--- config.mk ---
export PLATFORM = sky130hd
export DESIGN_NAME = pool2_stream
export DESIGN_NICKNAME = d
export VERILOG_FILES = /design/src/rtl/pool2_stream.sv
export SDC_FILE = /design/constraint.sdc
export NUM_CORES = 1
export LEC_CHECK = 0
export CORE_ASPECT_RATIO = 0.75
export CORE_MARGIN = 4
export CORE_UTILIZATION = 58
export DETAILED_ROUTE_END_ITERATION = 6
export HOLD_SLACK_MARGIN = 0.12
export PLACE_DENSITY = 0.76
export SETUP_SLACK_MARGIN = 0.4
export SLEW_MARGIN = 20
export SYNTH_ARGS = -nofsm -noshare
export SYNTH_HDL_FRONTEND = slang
export SYNTH_SLANG_ARGS = --single-unit
--- constraint.sdc ---
create_clock -name clk -period 6 [get_ports clk]
set_clock_uncertainty 0.2 [all_clocks]
set_input_delay 0.6 -clock clk [delete_from_list [all_inputs] [get_ports clk]]
set_output_delay 0.6 -clock clk [all_outputs]
set_load 0.05 [all_outputs]
--- src/rtl/pool2_stream.sv ---
// pool2_stream -- streaming 2x2 / stride-2 pooling over a raster-order frame.
//
// Pixels enter one per accepted beat in raster order. Each 2x2 window emits one
// pooled pixel, and every channel is reduced on its own. Frame cells that fall
// outside the image (odd IMG_W / IMG_H) count as value 0.
//
// Reduction per window:
//   * default : unsigned max of the 4 samples.
//   * POOL2_AVG_EN defined, avg_sel=1 : (sum of 4 samples) >> 2, truncated.
//     Padded cells add 0 and the divisor stays 4.
// When the macro POOL2_AVG_EN is not defined, the avg_sel port and all adder
// logic are absent.
//
// How the window is built:
//   * The even-column sample is held in a register.
//   * The pair result is formed at the odd column, or at the last column when
//     IMG_W is odd (paired with 0).
//   * Even rows park the pair result in a line buffer of OUT_W entries.
//   * Odd rows combine the pair result with the line buffer entry and load the
//     output register.
//   * When IMG_H is odd, the final row combines with 0 instead.
//
// Ports:
//   clk        single clock, rising edge
//   rst        synchronous, active-high reset
//   avg_sel    (POOL2_AVG_EN only) 1 = average. Sampled on pixel (0,0) and
//              held for the whole frame.
//   in_valid   input beat valid
//   in_ready   input beat accepted when in_valid && in_ready
//   in_data    CH*BW pixel; channel c at [c*BW +: BW]
//   out_valid  pooled pixel valid
//   out_ready  downstream accepts when out_valid && out_ready
//   out_data   CH*BW pooled pixel, same packing as in_data
//   out_last   set with the final pooled pixel of a frame
//
// Handshake: a transfer happens on a rising edge where valid && ready.
// While out_valid && !out_ready, out_data and out_last are held stable.
// in_ready = !out_valid || out_ready, so a new result can replace the one
// leaving in the same cycle. Latency from the window-completing beat to
// out_valid is 1 cycle.
module pool2_stream #(
  parameter int BW    = 8,
  parameter int CH    = 1,
  parameter int IMG_W = 25,
  parameter int IMG_H = 25
) (
  input  logic          clk,
  input  logic          rst,
`ifdef POOL2_AVG_EN
  input  logic          avg_sel,
`endif
  input  logic          in_valid,
  output logic          in_ready,
  input  logic [CH*BW-1:0] in_data,
  output logic          out_valid,
  input  logic          out_ready,
  output logic [CH*BW-1:0] out_data,
  output logic          out_last
);

  localparam int OUT_W = (IMG_W + 1) / 2;
  localparam int OUT_H = (IMG_H + 1) / 2;
  localparam bit COL_PAD_EN = (2 * OUT_W > IMG_W);  // odd width: last column pads
  localparam bit ROW_PAD_EN = (2 * OUT_H > IMG_H);  // odd height: last row pads
  localparam int CW  = $clog2(IMG_W);
  localparam int RW  = $clog2(IMG_H);
  localparam int LIW = (OUT_W > 1) ? $clog2(OUT_W) : 1;
`ifdef POOL2_AVG_EN
  localparam int PW = BW + 1;  // pair sum needs one extra bit
`else
  localparam int PW = BW;
`endif
  localparam logic [CW-1:0] COL_LAST = CW'(IMG_W - 1);
  localparam logic [RW-1:0] ROW_LAST = RW'(IMG_H - 1);

  logic [CW-1:0]       col;
  logic [RW-1:0]       row;
  logic [CH*BW-1:0]    hold;
  logic [CH*PW-1:0]    lb [OUT_W];
  logic [LIW-1:0]      lb_idx;
  logic [CH*PW-1:0]    lb_rd;
  logic [CH*PW-1:0]    pair_all;
  logic [CH*BW-1:0]    res_all;
  logic                accept, col_end, row_end, pair_end, row_pad, win_done;
  logic [BW-1:0]       sa, sb;
  logic [PW-1:0]       sp, st;
`ifdef POOL2_AVG_EN
  logic                avg_mode;
  logic [BW+1:0]       ssum;
`endif

  assign in_ready = !out_valid || out_ready;
  assign accept   = in_valid && in_ready;
  assign col_end  = (col == COL_LAST);
  assign row_end  = (row == ROW_LAST);
  assign pair_end = col[0] || (COL_PAD_EN && col_end);
  assign row_pad  = ROW_PAD_EN && row_end;
  assign win_done = accept && pair_end && (row[0] || row_pad);
  assign lb_idx   = LIW'(col >> 1);
  assign lb_rd    = lb[lb_idx];

  // Per-channel pair reduction and window completion.
  always_comb begin
    pair_all = '0;
    res_all  = '0;
    sa = '0;
    sb = '0;
    sp = '0;
    st = '0;
`ifdef POOL2_AVG_EN
    ssum = '0;
`endif
    for (int c = 0; c < CH; c++) begin
      // Odd column pairs the held sample with the new one. The padded last
      // column pairs the new sample with 0.
      sa = col[0] ? hold[c*BW +: BW] : in_data[c*BW +: BW];
      sb = col[0] ? in_data[c*BW +: BW] : '0;
`ifdef POOL2_AVG_EN
      sp = avg_mode ? (PW'(sa) + PW'(sb)) : PW'((sa > sb) ? sa : sb);
`else
      sp = (sa > sb) ? sa : sb;
`endif
      st = row_pad ? '0 : lb_rd[c*PW +: PW];
      pair_all[c*PW +: PW] = sp;
`ifdef POOL2_AVG_EN
      ssum = (BW+2)'(sp) + (BW+2)'(st);
      res_all[c*BW +: BW] = avg_mode ? BW'(ssum >> 2) : BW'((sp > st) ? sp : st);
`else
      res_all[c*BW +: BW] = (sp > st) ? sp : st;
`endif
    end
  end

  // Raster position of the next beat.
  always_ff @(posedge clk) begin
    if (rst) begin
      col <= '0;
      row <= '0;
    end else if (accept) begin
      if (col_end) begin
        col <= '0;
        row <= row_end ? '0 : row + 1'b1;
      end else begin
        col <= col + 1'b1;
      end
    end
  end

`ifdef POOL2_AVG_EN
  always_ff @(posedge clk) begin
    if (rst) avg_mode <= 1'b0;
    else if (accept && col == '0 && row == '0) avg_mode <= avg_sel;
  end
`endif

  // Even-column holding register and line buffer. Neither needs a reset:
  // both are always rewritten before they are read.
  always_ff @(posedge clk) begin
    if (accept && !col[0]) hold <= in_data;
  end

  always_ff @(posedge clk) begin
    if (accept && pair_end && !row[0] && !row_pad) lb[lb_idx] <= pair_all;
  end

  // Output register. A new window result takes priority over draining.
  always_ff @(posedge clk) begin
    if (rst) begin
      out_valid <= 1'b0;
      out_data  <= '0;
      out_last  <= 1'b0;
    end else if (win_done) begin
      out_valid <= 1'b1;
      out_data  <= res_all;
      out_last  <= row_end && col_end;
    end else if (out_ready) begin
      out_valid <= 1'b0;
    end
  end

endmodule

* Word level (Yosys, flattened, before mapping)
Memory sizes are Yosys's and may differ from the RTL's. A register that Yosys moved wholly into a read port is not among the register bits. Index checks and enable logic that the tools add are counted.
Operators by class: add/sub/neg operators 2, equality and inequality tests 2, reductions and logical operators 16, mux-type cells 13, magnitude comparators 2
Operators by type and width (number):
- $mux W8 | 5
- $gt A8 B8 Y1 | 2
- $add A5 B1 Y5 const B | 2
- $eq A5 B5 Y1 const B | 2
- $mux W5 | 2
- $mux W4 | 2
- $logic_and A1 B1 Y1 | 7
- $logic_not A1 Y1 | 4
- $mux W1 | 4
- $logic_or A1 B1 Y1 | 3
- $reduce_and A2 Y1 | 1
- $reduce_bool A2 Y1 | 1
Word-level totals: memories 1, bits in registers 28, logic and storage cells 42, bits in writable memories 104
Memory list:
- lb | depth 13, width 8, rd ports 1, clocked after Yosys merged registers in 1, wr ports 1, RTL line 79 | logic [CH*PW-1:0] lb [OUT_W];

* Longest topological paths before layout
Gate-level depths: netlist of the first run.
depth after elaboration 8, mapped depth 18

* Least setup slack after synthesis of the first run
OpenSTA, ideal clock, no wires.
path kind reg2reg, start point reg col[0], end point reg out_data[0], setup slack 1.686 ns, stages on the path, launching flop included 18, clock period less this slack 4.314 ns, buffers on the path 2, arrival time 4.053 ns, path through dfxtp_1 -> buf_2 -> clkbuf_1 -> and2_1 -> inv_1 -> ha_1 -> nor2b_1 -> o211ai_1 -> a21oi_1 -> o21ai_2 -> mux2i_1 -> inv_1 -> ha_1 -> inv_1 -> or3b_2 -> a211o_2 -> nor4_1 -> a221o_1
Between the ends: cells in the longest elaborated chain, start to end 5, elaborated cells between the ends (all ways) 10
Ends and longest elaborated chain:
- from (decl) | RTL line 76 | logic [CW-1:0] col;
- from (signal assigned) | RTL line 144 | col <= col + 1'b1;
- $mux W8, on equally long branches | RTL line 116, 117
- $gt A8 B8 Y1 | RTL line 121 | sp = (sa > sb) ? sa : sb;
- $mux W8 * | RTL line 121
- named net pair_all[0] | RTL line 82 | logic [CH*PW-1:0] pair_all;
- $gt A8 B8 Y1 | RTL line 129 | res_all[c*BW +: BW] = (sp > st) ? sp : st;
- $mux W8 * | RTL line 129
- to (signal assigned) | RTL line 174 | out_data <= res_all;
- to (decl) | RTL line 57 | output logic [CH*BW-1:0] out_data,
The timed path passes the listed nets; every way through them passes the cells marked *. A chain may end at the register's enable or synchronous reset.

* Worst setup path after layout of the first run
start point reg col[0], end point reg out_data[0]
Between the ends: cells in the longest elaborated chain, start to end 5, elaborated cells between the ends (all ways) 10
Ends and longest elaborated chain (RTL line):
- $mux W8, on equally long branches | 116, 117
- $gt A8 B8 Y1 | 121
- $mux W8 * | 121
- named net pair_all[2] | 82
- $gt A8 B8 Y1 * | 129
- $mux W8 * | 129
Marks and branches as above.

==> results.sh, run 1 <==
export IMPL_status="finished, final reports clean"
export IMPL_rsz0062_at_grt="no"
export IMPL_dpl_hpwl_mm=7.86
export IMPL_gp_congestion=0.836
export IMPL_io_pins=23
export IMPL_switchingPower_mw=0.505
export IMPL_period_share_pct=78.9
export IMPL_slew_viol_final=0
export IMPL_peakVddDrop_uv=223
export IMPL_placed_cell_area_um2=6340
export IMPL_synth_compound_area_share_pct=6.86
export IMPL_crit_fanout=20
export IMPL_cts_resized=0
export IMPL_p_per_area_nw_per_um2=319
export IMPL_relSlewSlack_pct=26.2
export IMPL_regToRegStartpoint="col[0]"
export IMPL_netSwitchingFraction_pct=23.0
export IMPL_portBuffers=22
export IMPL_worst_setup_path_end_kind="flip-flop"
export IMPL_diodes=0
export IMPL_dr_pass1_iters=5
export IMPL_tns_ps=0
export IMPL_r2r_slack_ps=1260
export IMPL_rows=32
export IMPL_sequentialPowerShare_pct=48.3
export IMPL_drc_errors=0
export IMPL_yosys_area_share_simple_pct=8.47
export IMPL_avgRoutedWirePerCell_um=22.2
export IMPL_synth_net_count=422
export IMPL_root_buffer="clkbuf_16"
export IMPL_crit_type="flip-flop to flip-flop"
export IMPL_dr_wl_met2_mm=5.96
export IMPL_synthAdderAreaFrac_pct=4.13
export IMPL_clockBufferDepth=2
export IMPL_die_area_um2=12200
export IMPL_crit_arrival_ps=4890
export IMPL_wl_met3_um=873
export IMPL_synth_warning_count=0
export IMPL_postCtsSetupRepairBufs=0
export IMPL_top_layer="met4"
export IMPL_hold_violations=0
export IMPL_synth_edf_count=112
export IMPL_whs_path_depth=1
export IMPL_synth_cell_type_count=49
export IMPL_via_per_inst=6.19
export IMPL_worst_setup_path_start_kind="flip-flop"
export IMPL_synthFlopType="edfxtp_1"
export IMPL_initialDrtViolationCount=283
export IMPL_htreeDepth=4
export IMPL_ys_ff_latch=136
export IMPL_grt_antenna_before_repair=0
export IMPL_syn_inst=390
export IMPL_cp_data_required_time_ps=6150
export IMPL_fmax_ghz=0.211
export IMPL_final_antenna_net_count=0
export IMPL_met1_length_mm=5.49
export IMPL_setup_viol=0
export IMPL_clkPwrFrac_pct=44.0
export IMPL_async_flop_share_pct=0
export IMPL_grt_pass1_vias=3611
export IMPL_area_delta_synth_final_pct=13.9
export IMPL_grt_pass1_wl_mm=19.8
export IMPL_maxCapViolCount=0
export IMPL_finish_instance_area_um2=6900
export IMPL_internal_power_mw=1.69
export IMPL_die_height_um=96.5
export IMPL_numCtsBuffers=17
export IMPL_reg2reg_to="out_data[0]"
export IMPL_clock_sinks=136
export IMPL_leakage_nw=2.36
export IMPL_synth_area_um2=6060
export IMPL_combPwrFrac_pct=7.7
export IMPL_worstMarginPinSlew_ps=1100
export IMPL_holdCritPathClass="flip-flop to flip-flop"
export IMPL_drive_above_1_share_pct=21.1
export IMPL_grt_max_degree=23
export IMPL_totalWireLength_mm=12.6
export IMPL_synth_mux_area_share_pct=12.5
export IMPL_cts_tree="built"
export IMPL_grt_usage_pct=22.2
export IMPL_period_minus_slack_ps=4740
export IMPL_cts_hold_buffers=0
export IMPL_grt_remaining_overflow=0
export IMPL_die_w_um=126
export IMPL_synth_xor_area_share_pct=0.867
export IMPL_min_from="out_data[3]"
export IMPL_yosysSeqAreaShare_pct=63.4
export IMPL_r2r_cells=14
export IMPL_clk_latency_ps=410
export IMPL_vias=3508
export IMPL_coreArea_um2=10200
export IMPL_start_util_pct=59.1
export IMPL_holdPathEnd="out_data[3]"
export IMPL_fin_nets=450
export IMPL_synth_area_per_cell_um2=15.5
export IMPL_synth_top_family_by_area="multiplexers"
export IMPL_clkTransAtPathRegs_ps=60
## metal layers
layer  global-route usage, %  vias up
met3                    6.04       25
met4                    9.38        0
met2                    34.2      135
li1                        -     1579
met5                       0        -
met1                    30.4     1769
## sequential cells by signal (all words and copies together), names as in the netlist, named ones only
register	flops
lb	104
hold	8
out_data	8
col	5
row	5
out_last	1
out_valid	1
## worst max-delay path: stages, from the launching register on
cell and delay [ps]:
dfxtp_1 730, mux2_2 420, ha_1 310, nor2b_1 130, o211ai_1 150, a21oi_1 100, o21ai_2 380, mux2_2 510
ha_1 340, a21o_1 160, a221oi_1 320, o221ai_1 180, a211o_2 400, nor4_1 180, a221o_1 160
## worst max-delay path by stage
stage / slack, ps / endpoint / cells past startpoint / start
2_1_floorplan: 1690 / out_data[0] / 17 / col[0]
4_1_cts: 1260 / out_data[0] / 14 / col[0]
3_5_place_dp: 1100 / out_data[0] / 15 / in_data[1]
3_3_place_gp: 1200 / out_data[0] / 14 / in_data[1]
5_1_grt: 990 / out_data[0] / 14 / col[0]
6_report: 1260 / out_data[0] / 14 / col[0]
## kinds of logic after synthesis
family	Yosys count
mux	49
simple gates	90
buf+inv	35
xor+xnor	6
compound gates	54
fa+ha+maj	20
flops	136
## layout by cell type, fill, tap and decap left out, types with 3 or more instances in the layout
cell	Yosys	final
mux4_2	11	11
clkdlybuf4s50_1	0	22
a211oi_2	5	5
nor3_1	8	6
and2_2	4	4
ha_1	20	20
nor2_1	27	24
a211o_1	7	7
inv_1	16	16
nor3_2	1	3
inv_6	0	3
edfxtp_1	112	112
mux4_1	7	7
a221o_1	8	8
buf_4	1	6
and2_1	4	4
nor2_2	0	3
a21oi_1	15	15
mux2_2	14	14
nand2_1	15	15
nor2b_4	5	5
clkinv_2	0	3
clkbuf_16	0	17
o22ai_1	8	8
nand4_1	6	6
nand2b_1	4	4
xor2_1	6	6
mux2i_1	17	17
dfxtp_1	24	23
clkinv_4	0	3
clkinvlp_4	0	3
## Yosys cell counts, drive strengths merged, types with 3 or more instances
library cell  number  area (um2)
a211oi             6        70.1
ha                20         250
a21oi             15        75.1
buf               10        80.1
mux2              14         158
dfxtp             24         480
nor3               9        50.1
mux2i             17         170
inv               16        60.1
nand4              6        37.5
nand2b             4        25.0
o22ai              8        50.1
or2                3        21.3
mux4              18         432
clkbuf             9        83.8
nor2              27         101
a221o              8        80.1
nor2b              7        81.3
and2               8        55.1
edfxtp           112        3360
xor2               6        52.6
nand2             15        56.3
a211o              8        71.3
## stage by stage
| step | util [%] | cells | hold WS (ps) | power, mW | setup WS (ps) |
|---|---|---|---|---|---|
| after floorplan | - | 390 | 272 | 1.20 | 1690 |
| after CTS | 67.3 | 567 | 306 | 2.21 | 1260 |
| after detailed placement | 61.9 | 535 | 284 | 1.25 | 1100 |
| final | 67.3 | 567 | 302 | 2.20 | 1260 |
| after global placement | 61.9 | 535 | 297 | 1.24 | 1200 |
| after global routing | 67.3 | 567 | 321 | 2.27 | 994 |
## power groups by stage
stage	logic (mW)	registers (mW)	clock network, mW
2_1_floorplan	0.121	1.08	0
3_3_place_gp	0.159	1.08	0
3_5_place_dp	0.167	1.08	0
4_1_cts	0.168	1.06	0.979
5_1_grt	0.187	1.06	1.02
6_report	0.169	1.06	0.967
## final cells by class
cell class / count / area (um2)
inverters: 16 / 60.1
flip-flops and latches: 136 / 3840
fillers: 711 / 3350
well taps: 136 / 170
clock buffers: 19 / 433
repair buffers: 28 / 265
multi-input cells: 219 / 2010
clock inverters: 13 / 120
No activity file was read; power rests on OpenSTA's default activity.
==> run 2: changes to the inputs <==
--- a/config.mk
+++ b/config.mk
@@ -7,7 +7,7 @@
 export LEC_CHECK = 0
 export CORE_ASPECT_RATIO = 0.75
 export CORE_MARGIN = 4
-export CORE_UTILIZATION = 58
+export CORE_UTILIZATION = 55
 export DETAILED_ROUTE_END_ITERATION = 6
 export HOLD_SLACK_MARGIN = 0.12
 export PLACE_DENSITY = 0.76
==> constraint.sdc (replaced) <==
create_clock -name clk -period 4.1 [get_ports clk]
set_clock_uncertainty 0.2 [all_clocks]
set_input_delay 0.41 -clock clk [delete_from_list [all_inputs] [get_ports clk]]
set_output_delay 0.41 -clock clk [all_outputs]
set_load 0.05 [all_outputs]
==> run 2 against run 1 <==
Compared with the run above:
- routed wire length increased by 5.7%
- sequential share of layout area decreased by 4.4 points
- clock power increased by 63%
- sequential power increased by 46%
- combinational power increased by 120%
- cell area increased by 8.8%
- register-to-register slack got worse by 1200 ps
- count of clock-buffer cells in the layout unchanged
- cell count increased by 7.4%
- global-route usage increased by 0.25 points
- critical path type unchanged
- largest power group is now clock
==> results.sh, run 2 (synthesis results as in run 1) <==
export IMPL_status="finished, final reports clean"
export IMPL_grt_antenna_before_repair=0
export IMPL_final_antenna_net_count=0
export IMPL_relSlewSlack_pct=43.0
export IMPL_dr_pass1_iters=5
export IMPL_crit_end="out_data[6]"
export IMPL_diodes=0
export IMPL_drc_errors=0
export IMPL_hold_violations=0
export IMPL_worstMarginPinSlew_ps=851
export IMPL_slowest_delay_ps=410
export IMPL_clkTransAtPathRegs_ps=60
export IMPL_clkPwrFrac_pct=45.1
export IMPL_reg2reg_to="out_data[6]"
export IMPL_sequentialPowerShare_pct=44.4
export IMPL_place_inst=565
export IMPL_root_buffer="clkbuf_16"
export IMPL_fmax_ghz=0.249
export IMPL_final_common_cell="edfxtp_1"
export IMPL_numCtsBuffers=17
export IMPL_coreArea_um2=10500
export IMPL_clockBufferDepth=2
export IMPL_worst_setup_path_end_kind="flip-flop"
export IMPL_grt_pass1_vias=3796
export IMPL_via_per_inst=5.97
export IMPL_leakage_nw=2.66
export IMPL_path_delay_family="compound AO/OA/AOI/OAI gates"
export IMPL_die_height_um=98.9
export IMPL_top_register="lb"
export IMPL_vias=3634
export IMPL_internal_power_mw=2.73
export IMPL_path_cells="buf_6 > buf_6 > and2_4 > inv_2 > ha_4 > nor2b_4 > o211ai_1 > a21oi_2 > o21ai_4 > buf_12 > mux2_4 > ha_4 > a21o_1 > a221oi_2 > o221ai_2 > a211o_4 > buf_12 > nor2_2 > a221o_1"
export IMPL_rsz0062_at_grt="yes"
export IMPL_period_minus_slack_ps=4020
export IMPL_p_per_area_nw_per_um2=466
export IMPL_die_w_um=129
export IMPL_grt_remaining_overflow=0
export IMPL_drive_above_1_share_pct=31.7
export IMPL_initialDrtViolationCount=371
export IMPL_crit_arrival_ps=4180
export IMPL_maxCapViolCount=0
export IMPL_register_area_um2=3850
export IMPL_start_util_pct=57.5
export IMPL_totalWireLength_mm=13.3
export IMPL_cp_num_cells=19
export IMPL_largest_registers="lb: 104 flops, hold: 8 flops, out_data: 8 flops"
export IMPL_holdCritPathClass="flip-flop to flip-flop"
export IMPL_peakVddDrop_uv=344
export IMPL_slew_viol_final=0
export IMPL_fin_nets=492
export IMPL_multiInputGateArea_um2=2200
export IMPL_cts_tree="built"
export IMPL_grt_max_degree=17
export IMPL_fin_hold_ws_ps=299
export IMPL_slowest_stage="dfxtp_4"
export IMPL_worst_setup_path_start_kind="flip-flop"
export IMPL_r2r_slack_ps=80
export IMPL_grt_pass1_wl_mm=21.0
export IMPL_avgRoutedWirePerCell_um=21.9
export IMPL_gp_congestion=0.833
export IMPL_netSwitchingFraction_pct=22.1
export IMPL_area_delta_synth_final_pct=23.9
export IMPL_path_buf_inv=5
export IMPL_nFillCells=656
export IMPL_crit_type="flip-flop to flip-flop"
export IMPL_setup_viol=0
export IMPL_layout_common_cells="edfxtp_1 (112), buf_4 (42), dfxtp_1 (22), clkdlybuf4s50_1 (22), nor2_1 (21)"
export IMPL_switchingPower_mw=0.773
export IMPL_portBuffers=22
export IMPL_cp_data_required_time_ps=4260
export IMPL_clk_latency_ps=420
export IMPL_layout_cells_non_filler=609
export IMPL_regToRegStartpoint="col[0]"
export IMPL_die_area_um2=12800
export IMPL_crit_fanout=8
export IMPL_combPwrFrac_pct=10.4
export IMPL_largest_register_ffs=104
export IMPL_htreeDepth=4
export IMPL_critPathLaunch="col[0]"
export IMPL_min_from="out_data[2]"
export IMPL_rows=32
export IMPL_io_pins=23
export IMPL_r2r_cells=19
export IMPL_clock_sinks=136
export IMPL_grt_usage_pct=22.5
export IMPL_dpl_hpwl_mm=8.60
export IMPL_period_share_pct=98.1
-- run 2: cell types whose count changed in the layout (fill, tap and decap cells not counted), moves of 3 or more --
cell | previous run | this run
bufinv_16 | 1 | 4
ha_1 | 20 | 16
ha_4 | 0 | 4
buf_6 | 0 | 4
nor2_4 | 0 | 5
mux2_2 | 14 | 6
nor2_1 | 24 | 21
buf_4 | 6 | 42
mux2_4 | 0 | 8
-- run 2: area by class of cell --
class                   instances  share of cell area, %
inverters                      16                  0.800
clock inverters                13                   2.37
flip-flops and latches        136                   51.3
repair buffers                 70                   8.27
well taps                     136                   2.27
multi-input cells             219                   29.3
clock buffers                  19                   5.77
-- run 2: worst register-to-register path, stage by stage (launching register included) --
cell      delay [ps]
dfxtp_4          410
buf_6            150
buf_6            100
and2_4           140
inv_2             40
ha_4             230
nor2b_4          120
o211ai_1         200
a21oi_2          100
o21ai_4          190
buf_12           130
mux2_4           320
ha_4             220
a21o_1           170
a221oi_2         300
o221ai_2         170
a211o_4          390
buf_12           160
nor2_2           100
a221o_1          130
-- run 2: worst min path at each step --
stage	end	depth (start not counted)	slack [ps]
after CTS	out_data[2]	1	300
after floorplan	row[4]	2	270
after global placement	row[4]	2	290
final	out_data[2]	1	300
after detailed placement	out_data[2]	1	290
after global routing	out_data[2]	1	330
-- run 2: power groups by stage --
stage / logic (mW) / clock network [mW] / registers, mW
2_1_floorplan: 0.213 / 0 / 1.58
3_3_place_gp: 0.309 / 0 / 1.58
3_5_place_dp: 0.322 / 0 / 1.59
4_1_cts: 0.357 / 1.59 / 1.55
5_1_grt: 0.391 / 1.67 / 1.56
6_report: 0.365 / 1.58 / 1.55
-- run 2: metal layers --
layer  up-vias  global-route usage (%)  share of wire, %
li1       1658                       -                 -
met1      1807                    30.4                43
met2       141                    34.8                47
met3        28                    6.23               7.4
met4         0                    8.80               2.1
met5         -                       0                 0
-- run 2: timing repair --
action                                  4_1_cts  5_1_grt
buffers inserted                             11        1
endpoints found under the hold margin         0        0
gates resized for setup                      14       14
endpoints found under the setup margin        8        8
cloned                                        0        0
pin swaps                                    16        9
hold buffers                                  0        0
-- run 2: stage by stage --
step	worst slack (ps)	TNS (ps)	total power, mW	instance area [um2]	utilization [%]
5_1_grt	-51.0	-125	3.61	7510	71.3
2_1_floorplan	135	0	1.79	6210	-
6_report	77.9	0	3.50	7510	71.3
3_3_place_gp	-230	-1590	1.89	6690	63.5
4_1_cts	158	0	3.50	7450	70.7
3_5_place_dp	-412	-2910	1.91	6690	63.5
